==> config.mk <==
export PLATFORM = sky130hd
export DESIGN_NAME = pipe_stall_ctrl
export DESIGN_NICKNAME = d
export VERILOG_FILES = /design/src/rtl/pipe_stall_ctrl_pkg.sv /design/src/rtl/pipe_stall_ctrl_stall_stat_cnt.sv /design/src/rtl/pipe_stall_ctrl.sv
export SDC_FILE = /design/constraint.sdc
export NUM_CORES = 1
export LEC_CHECK = 0
export CAP_MARGIN = 15
export CORE_ASPECT_RATIO = 0.75
export CORE_MARGIN = 8
export CORE_UTILIZATION = 34
export DETAILED_ROUTE_END_ITERATION = 10
export HOLD_SLACK_MARGIN = 0.06
export PLACE_DENSITY = 0.87
export SETUP_SLACK_MARGIN = 0.1
export SLEW_MARGIN = 15
export SYNTH_ARGS = -nofsm -noshare
export SYNTH_HDL_FRONTEND = slang
export SYNTH_HIERARCHICAL = 1
export SYNTH_SLANG_ARGS = --single-unit
export TNS_END_PERCENT = 5
==> constraint.sdc <==
create_clock -name clk -period 2.3 [get_ports clk]
set_input_delay 0.46 -clock clk [delete_from_list [all_inputs] [get_ports clk]]
set_output_delay 0.46 -clock clk [all_outputs]
set_load 0.01 [all_outputs]
==> src/rtl/pipe_stall_ctrl_pkg.sv <==
// Shared stall-bus codes, controller state encoding and the stall-bus bundle.
package pipe_stall_ctrl_pkg;

    // bit[0] = stall, bit[1] = hold; 2'b10 is reserved and never driven.
    typedef enum logic [1:0] {
        STALL_GO     = 2'b00,
        STALL_BUBBLE = 2'b01,
        STALL_HOLD   = 2'b11
    } stall_code_t;

    typedef enum logic {
        SC_RUN      = 1'b0,
        SC_MEM_WAIT = 1'b1
    } sc_state_t;

    typedef struct packed {
        logic        pc;
        stall_code_t if_id;
        stall_code_t id_ex;
        stall_code_t ex_mem;
        stall_code_t mem_wb;
    } stall_bus_t;

endpackage

==> src/rtl/pipe_stall_ctrl_stall_stat_cnt.sv <==
// Free-running (wrapping) event counter with enable, used for stall statistics.
module stall_stat_cnt #(
    parameter int unsigned STAT_W = 32
) (
    input  logic              clk,
    input  logic              rst,
    input  logic              en,
    output logic [STAT_W-1:0] count
);

    localparam logic [STAT_W-1:0] ONE = {{(STAT_W-1){1'b0}}, 1'b1};

    always_ff @(posedge clk or negedge rst) begin
        if (!rst) begin
            count <= '0;
        end else if (en) begin
            count <= count + ONE;
        end
    end

endmodule

==> src/rtl/pipe_stall_ctrl.sv <==
// Pipeline hazard/stall controller: memory wait, EX flush and load-use arbitration.
// Optional statistics counters are built only when STALL_STATS_EN is defined.
module pipe_stall_ctrl
    import pipe_stall_ctrl_pkg::*;
#(
    parameter int unsigned MEM_TIMEOUT = 64,
    parameter int unsigned CNT_W       = 7,
    parameter int unsigned STAT_W      = 32
) (
    input  logic              clk,
    input  logic              rst,
    input  logic              id_stallreq,
    input  logic              ex_flush,
    input  logic              mem_req,
    input  logic              mem_ready,
    output logic              pc_stall,
    output logic [1:0]        stall_if_id,
    output logic [1:0]        stall_id_ex,
    output logic [1:0]        stall_ex_mem,
    output logic [1:0]        stall_mem_wb,
    output logic              mem_timeout,
    output logic [STAT_W-1:0] stat_lu,
    output logic [STAT_W-1:0] stat_mw,
    output logic [STAT_W-1:0] stat_fl
);

    localparam logic [CNT_W-1:0] TIMEOUT_VAL = CNT_W'(MEM_TIMEOUT);
    localparam logic [CNT_W-1:0] CNT_ONE     = {{(CNT_W-1){1'b0}}, 1'b1};

    sc_state_t        state, state_next;
    logic [CNT_W-1:0] wait_cnt, cnt_next;
    stall_bus_t       bus;
    logic             mem_stall;
    logic             lu_hit, mw_hit, fl_hit;

    always_comb begin
        bus        = '{pc: 1'b0, if_id: STALL_GO, id_ex: STALL_GO,
                       ex_mem: STALL_GO, mem_wb: STALL_GO};
        state_next = state;
        cnt_next   = wait_cnt;
        lu_hit     = 1'b0;
        mw_hit     = 1'b0;
        fl_hit     = 1'b0;
        // Once waiting, only mem_ready matters; a ready access never stalls.
        mem_stall  = (state == SC_MEM_WAIT) ? !mem_ready : (mem_req && !mem_ready);

        if (mem_stall) begin
            bus        = '{pc: 1'b1, if_id: STALL_HOLD, id_ex: STALL_HOLD,
                           ex_mem: STALL_HOLD, mem_wb: STALL_BUBBLE};
            mw_hit     = 1'b1;
            state_next = SC_MEM_WAIT;
            if (state == SC_RUN) begin
                cnt_next = CNT_ONE;
            end else if (wait_cnt != TIMEOUT_VAL) begin
                cnt_next = wait_cnt + CNT_ONE;
            end
        end else begin
            state_next = SC_RUN;
            cnt_next   = '0;
            if (ex_flush) begin
                bus.if_id = STALL_BUBBLE;
                bus.id_ex = STALL_BUBBLE;
                fl_hit    = 1'b1;
            end else if (id_stallreq) begin
                bus.pc    = 1'b1;
                bus.if_id = STALL_HOLD;
                bus.id_ex = STALL_BUBBLE;
                lu_hit    = 1'b1;
            end
        end
    end

    always_ff @(posedge clk or negedge rst) begin
        if (!rst) begin
            state       <= SC_RUN;
            wait_cnt    <= '0;
            mem_timeout <= 1'b0;
        end else begin
            state       <= state_next;
            wait_cnt    <= cnt_next;
            mem_timeout <= (cnt_next == TIMEOUT_VAL) && (wait_cnt != TIMEOUT_VAL);
        end
    end

    // Outputs are forced to GO while reset is held, independent of the inputs.
    assign pc_stall     = rst && bus.pc;
    assign stall_if_id  = rst ? bus.if_id  : STALL_GO;
    assign stall_id_ex  = rst ? bus.id_ex  : STALL_GO;
    assign stall_ex_mem = rst ? bus.ex_mem : STALL_GO;
    assign stall_mem_wb = rst ? bus.mem_wb : STALL_GO;

`ifdef STALL_STATS_EN
    stall_stat_cnt #(.STAT_W(STAT_W)) u_cnt_lu (
        .clk(clk), .rst(rst), .en(lu_hit), .count(stat_lu)
    );
    stall_stat_cnt #(.STAT_W(STAT_W)) u_cnt_mw (
        .clk(clk), .rst(rst), .en(mw_hit), .count(stat_mw)
    );
    stall_stat_cnt #(.STAT_W(STAT_W)) u_cnt_fl (
        .clk(clk), .rst(rst), .en(fl_hit), .count(stat_fl)
    );
`else
    logic unused_hits;
    assign unused_hits = &{1'b0, lu_hit, mw_hit, fl_hit};
    assign stat_lu     = '0;
    assign stat_mw     = '0;
    assign stat_fl     = '0;
`endif

endmodule

==> metrics.yaml, run 1 <==
final_layout:
  syn2layout_area_growth_pct: -12.0
  fin_nets: 172
  antenna_cells: 0
  fin_cells: 215
  fillCellCount: 364
  drive_above_1_share_pct: 4.29
floorplanning:
  ioPinCount: 112
  die_y_microns: 68.3
  core_sq_mm: 0.00359
  placement_rows: 19
  start_util_pct: 34.6
  fp.dieW_microns: 85.8
  die_area_sq_mm: 0.00586
cts:
  cts-htree-levels: 1
  postCtsSetupRepairBufs: 0
  clk_latency_ns: 0.23
  cts_root_buf: "clkbuf_8"
  cts_max_path_buffers: 2
  clk_pin_slew_ns: 0.04
  cts_inserted_buffers: 3
  cts.sinks: 9
  cts_tree: "built"
  holdBufCountCts: 0
setup_path:
  critical_path_required_ns: 1.84
  startpoint_type: "primary input"
  cp_max_fo: 4
  critical_path_class: "in -> out"
  end_kind: "output port"
  cp.arrival_ns: 1.67
global_route:
  gr-total-overflow: 0
  grt_use_total_pct: 5.90
  met3_usage_pct: 2.64
  grt_busiest_layer: "met2"
  grt_antenna_before_repair: 0
  grt_pass1_vias: 609
  grt_max_degree: 10
  use_met2_pct: 12.0
  grt_pass1_wl_microns: 2750
  grtUsageMet1_pct: 5.18
timing:
  finalHoldViolCount: 0
  holdWs_ns: 0.507
  period_share_pct: 92.6
  fmax_mhz: 469
  final-max-slew-violation-count: 0
  setup_tns_ns: 0
  period_needed_ns: 2.13
  rsz0062_at_grt: "true"
  finalSetupViolCount: 0
  clock_skew_ns: 0.00251
outcome:
  outcome: "completed"
power_and_ir_drop:
  ir_drop_mv: 0.263
  p_per_area_mw_per_mm2: 436
  cellLeakagePower_nw: 0.617
logic_synthesis:
  ys_seq_area_share_pct: 18.1
  synthMuxAreaShare_pct: 0
  yosysWarnings: 6
  syn_area_per_cell_sq_um: 8.33
  synth_simple_gate_area_share_pct: 9.58
  synth_top_family_by_area: "buffers and inverters"
  synthDistinctLibCells: 24
  synth-seq-cells: 9
  syn_area_sq_mm: 0.00124
  yosys.area_share.xor_xnor_pct: 3.53
  synthAdderAreaFrac_pct: 2.02
  synth_compound_area_share_pct: 4.13
  synthCells: 149
route:
  viasPerCell: 2.94
  via_count: 633
  wl_per_cell_microns: 10.0
  drt_iter0_markers: 9
  drt-total-wl_microns: 2150
  ant_nets: 0
  first_pass_iters: 3
  route.detailed.drc: 0
placement:
  gp_congestion: 0.748
  dp.cells: 211
  place.port_buffers: 14
  hpwl_microns: 1970
run:
  maxCapViolCount: 0
hold_path:
  hp-class: "reg -> reg"
==> per-layer routing <==
metal / vias up / wire [microns]
met4: 0 / 17
met2: 48 / 1220
met1: 286 / 653
li1: 296 / -
met5: - / 0
met3: 3 / 260
==> metrics by stage <==
| stage | cell area (sq um) | power [mW] | setup slack [ns] | utilization, % |
|---|---|---|---|---|
| floorplan | 1600 | 0.387 | 0.787 | - |
| global placement | 1060 | 0.292 | -0.0347 | 29.4 |
| detailed placement | 1060 | 0.294 | -0.0534 | 29.4 |
| CTS | 1090 | 0.472 | 0.156 | 30.4 |
| global route | 1090 | 0.504 | 0.0842 | 30.4 |
| finish | 1090 | 0.476 | 0.170 | 30.4 |
==> flip-flops by register name, indices dropped and copies added (netlist names) <==
signal,flops
mem_timeout,1
state,1
wait_cnt,7
==> final cells by class <==
cell class / instances / area, sq um / area share, %
inverters: 2 / 7.51 / 0.687
clock buffers: 4 / 45.0 / 4.12
flip-flops and latches: 9 / 225 / 20.6
repair buffers: 16 / 146 / 13.4
well taps: 52 / 65.1 / 5.96
multi-input cells: 132 / 603 / 55.2
==> repair_timing <==
action,CTS,global route
gates resized for setup,8,1
setup endpoints to repair,8,2
endpoints found under the hold margin,0,0
==> power breakdown <==
part | internal [mW] | switching (mW)
Clock | 0.121 | 0.0618
Combinational | 0.0271 | 0.100
Sequential | 0.162 | 0.00389
==> worst max-delay path, cell delays in order <==
cell,delay (ns)
clkdlybuf4s50_1,0.40
nor2_1,0.09
nor2_1,0.06
buf_4,0.14
o31a_1,0.24
dlygate4sd2_1,0.29
==> cells in the final DEF (no fill, tap or decap), types with 2 or more instances in the layout <==
master           count
nor2b_1              2
nand2_1              3
buf_4                2
clkbuf_8             3
conb_1              97
inv_1                2
nor2_1               7
xor2_1               2
dlygate4sd2_1        7
clkdlybuf4s50_1      6
xnor2_1              3
dfrtp_1              9
ha_1                 2
nand3_1              2
and2_1               2
==> worst paths after layout <==
check                                            from               endpoint  slack, ns  cells after the start
worst max-delay path                          mem_req         stall_if_id[0]       0.17                      6
worst min-delay path                  state$_DFF_PN0_  wait_cnt[0]$_DFF_PN0_       0.51                      1
worst max register to register  wait_cnt[0]$_DFF_PN0_  mem_timeout$_DFF_PN0_       0.69                      6
worst min register to register        state$_DFF_PN0_  wait_cnt[0]$_DFF_PN0_       0.51                      1
max in group asynchronous                         rst  wait_cnt[3]$_DFF_PN0_       1.54                      2
min in group asynchronous                         rst  wait_cnt[4]$_DFF_PN0_       0.63                      2
==> cells by family after synthesis <==
group,after synthesis
xor+xnor,5
other cells,1
fa+ha+maj,2
compound gates,6
flops,9
simple gates,22
buf+inv,104
==> synthesized netlist by cell type <==
library cell	number	area, sq um
buf_4	102	766
dfrtp_1	9	225
nor2_1	7	26.3
nand2_1	3	11.3
xnor2_1	3	26.3
and2_1	2	12.5
ha_1	2	25.0
inv_1	2	7.51
nand3_1	2	10.0
nor2b_1	2	12.5
xor2_1	2	17.5
a21boi_0	1	7.51
a21boi_2	1	11.3
and4_1	1	8.76
conb_1	1	3.75
nand3_2	1	10.0
nand3b_1	1	7.51
nor3_1	1	5.00
nor4b_1	1	8.76
o2111a_1	1	11.3
o21a_1	1	7.51
o21ai_0	1	5.00
o31a_1	1	8.76
or3_1	1	6.26
(Power assumes the default switching activity.)
==> run 2, diff against run 1 <==
CAP_MARGIN = 10   (was 15)
==> results of run 2 <==
Final layout, timing and power as in run 1 (identical DEF).
==> run 3, diff against run 2 <==
CELL_PAD_IN_SITES_DETAIL_PLACEMENT = 1   (was default)
CELL_PAD_IN_SITES_GLOBAL_PLACEMENT = 1   (was default)
CORE_UTILIZATION = 22   (was 34)
GPL_ROUTABILITY_DRIVEN = 0   (was default)
PLACE_DENSITY = default   (was 0.87)
PLACE_DENSITY_LB_ADDON = 0.1   (was default)
==> metrics.yaml, run 3 (synthesized netlist as in run 1, its figures left out) <==
final_layout:
  fin_util_pct: 21.2  # -9.3 points
  final_cell_mix: "conb_1 (97), dfrtp_1 (9), dlygate4sd2_1 (8)"
  fin_cells: 240  # +12%
  antenna_cells: 0  # unchanged
  top_regs: "wait_cnt x7, mem_timeout x1, state x1"
  drive_above_1_share_pct: 6.67  # +2.4 points
  largest_register_ffs: 7  # unchanged
  regMostFlops: "wait_cnt"
  layout_commonest_cell: "conb_1"
  fin_nets: 174  # +1.2%
  syn2layout_area_growth_pct: -8.27
timing:
  holdWs_ns: 0.518  # +0.0106 ns
  finalHoldViolCount: 0  # unchanged
  period_share_pct: 90.2  # -2.5 points
  setup_tns_ns: 0  # unchanged
  finalSetupViolCount: 0  # unchanged
  final-max-slew-violation-count: 0  # unchanged
  worst_slack_ns: 0.226  # +0.0564 ns
  period_needed_ns: 2.07  # -0.0564 ns
  clock_skew_ns: 0.00133  # -0.00118 ns
  fmax_mhz: 482  # +2.7%
  rsz0062_at_grt: "false"
setup_path:
  critical_path_class: "in -> out"
  cp_slowest_cell: "clkdlybuf4s50_1"
  cp.arrival_ns: 1.61  # -0.06 ns
  worstReg2RegEnd: "mem_timeout$_DFF_PN0_"
  worstPathCellList: "clkdlybuf4s50_1 > nor2_1 > nor2_2 > o31a_1 > dlygate4sd2_1"
  worst-r2r-setup-slack_ns: 0.71  # +0.02 ns
  critPathMaxStageDelay_ns: 0.41  # about the same
  critical_path_required_ns: 1.84  # about the same
  end_kind: "output port"
  r2r_start: "wait_cnt[0]$_DFF_PN0_"
  r2r_cells: 6  # unchanged
  startpoint_type: "primary input"
  cp_max_fo: 4  # unchanged
floorplanning:
  placement_rows: 23  # +4
  core_sq_mm: 0.00538  # +50%
  ioPinCount: 112  # unchanged
  die_area_sq_mm: 0.00833  # +42%
  die_y_microns: 81.1  # +19%
  fp.dieW_microns: 103  # +20%
  start_util_pct: 23.1  # -12 points
placement:
  hpwl_microns: 2380  # +21%
  dp_slack_ns: -0.138  # -0.0846 ns
  dp.cells: 236  # +12%
  place.port_buffers: 14  # unchanged
route:
  route.detailed.drc: 0  # unchanged
  first_pass_iters: 3  # unchanged
  viasPerCell: 2.70  # -8.2%
  wl_per_cell_microns: 10.6  # +6.2%
  drt_iter0_markers: 4  # -5
  drt-total-wl_microns: 2550  # +19%
  via_count: 649  # +2.5%
  ant_nets: 0  # unchanged
global_route:
  gr-total-overflow: 0  # unchanged
  grt_pass1_vias: 749  # +23%
  grt_antenna_before_repair: 0  # unchanged
  grt_use_total_pct: 5.39  # -0.51 points
  grt_max_degree: 7  # -3
  grt_pass1_wl_microns: 3550  # +29%
power_and_ir_drop:
  ir_drop_mv: 0.116  # -56%
  p_per_area_mw_per_mm2: 423  # -2.9%
  cellLeakagePower_nw: 0.631  # +2.2%
run:
  maxCapViolCount: 0  # unchanged
hold_path:
  worstHoldPathCells: 1  # unchanged
  hold_end: "wait_cnt[0]$_DFF_PN0_"
  hp-class: "reg -> reg"
  hold_start: "state$_DFF_PN0_"
cts:
  cts-htree-levels: 1  # unchanged
  cts_inserted_buffers: 3  # unchanged
  postCtsSetupRepairBufs: 0  # unchanged
  cts.sinks: 9  # unchanged
  cts_max_path_buffers: 2  # unchanged
  clk_latency_ns: 0.23  # about the same
  cts_root_buf: "clkbuf_8"
  cts_tree: "built"
  clk_pin_slew_ns: 0.05  # about the same
outcome:
  outcome: "completed"
==> run 3: critical path, delay by kind of cell <==
| family | cells | cell delay [ns] |
|---|---|---|
| simple gates | 2 | 0.20 |
| compound gates | 1 | 0.25 |
| buf+inv | 2 | 0.70 |
==> run 3: metrics by stage <==
step                area (sq um)  total power [mW]
finish                      1140             0.482
global route                1140             0.513
CTS                         1140             0.480
detailed placement          1100             0.299
global placement            1100             0.298
floorplan                   1600             0.387
==> run 3: worst max-delay path by stage <==
stage	startpoint	end	slack, ns	cells past startpoint
after floorplan	mem_req	stall_ex_mem[1]	0.79	4
after global placement	mem_req	stall_ex_mem[0]	-0.08	5
after detailed placement	mem_req	stall_ex_mem[1]	-0.14	5
after CTS	mem_req	stall_id_ex[0]	0.22	5
after global routing	mem_req	stall_if_id[0]	0.19	5
final	mem_req	stall_id_ex[0]	0.23	5
==> run 3: area by class of cell <==
| type | instances | area (sq um) |
|---|---|---|
| Clock buffer | 3 | 41.3 |
| Clock inverter | 1 | 5.00 |
| Fill cell | 693 | 4240 |
| Inverter | 2 | 7.51 |
| Multi-Input combinational cell | 132 | 606 |
| Sequential cell | 9 | 225 |
| Tap cell | 75 | 93.8 |
| Timing Repair Buffer | 18 | 160 |
==> run 3: metal layers <==
| layer | vias up | share of wire [%] | GRT usage [%] |
|---|---|---|---|
| li1 | 298 | - | - |
| met4 | 0 | 1.1 | 3.02 |
| met3 | 2 | 11 | 1.62 |
| met5 | - | 0 | 0 |
| met1 | 294 | 33 | 4.69 |
| met2 | 55 | 55 | 10.8 |
==> run 3: what timing repair did <==
| item | CTS | global route |
|---|---|---|
| endpoints found under the setup margin | 8 | 0 |
| resized for setup | 9 | 0 |
| hold buffers | 0 | 0 |
==> run 3: power by group <==
part	switching [mW]	internal [mW]	total (mW)
Combinational	0.103	0.0293	0.132
Sequential	0.00380	0.162	0.166
Clock	0.0653	0.118	0.184
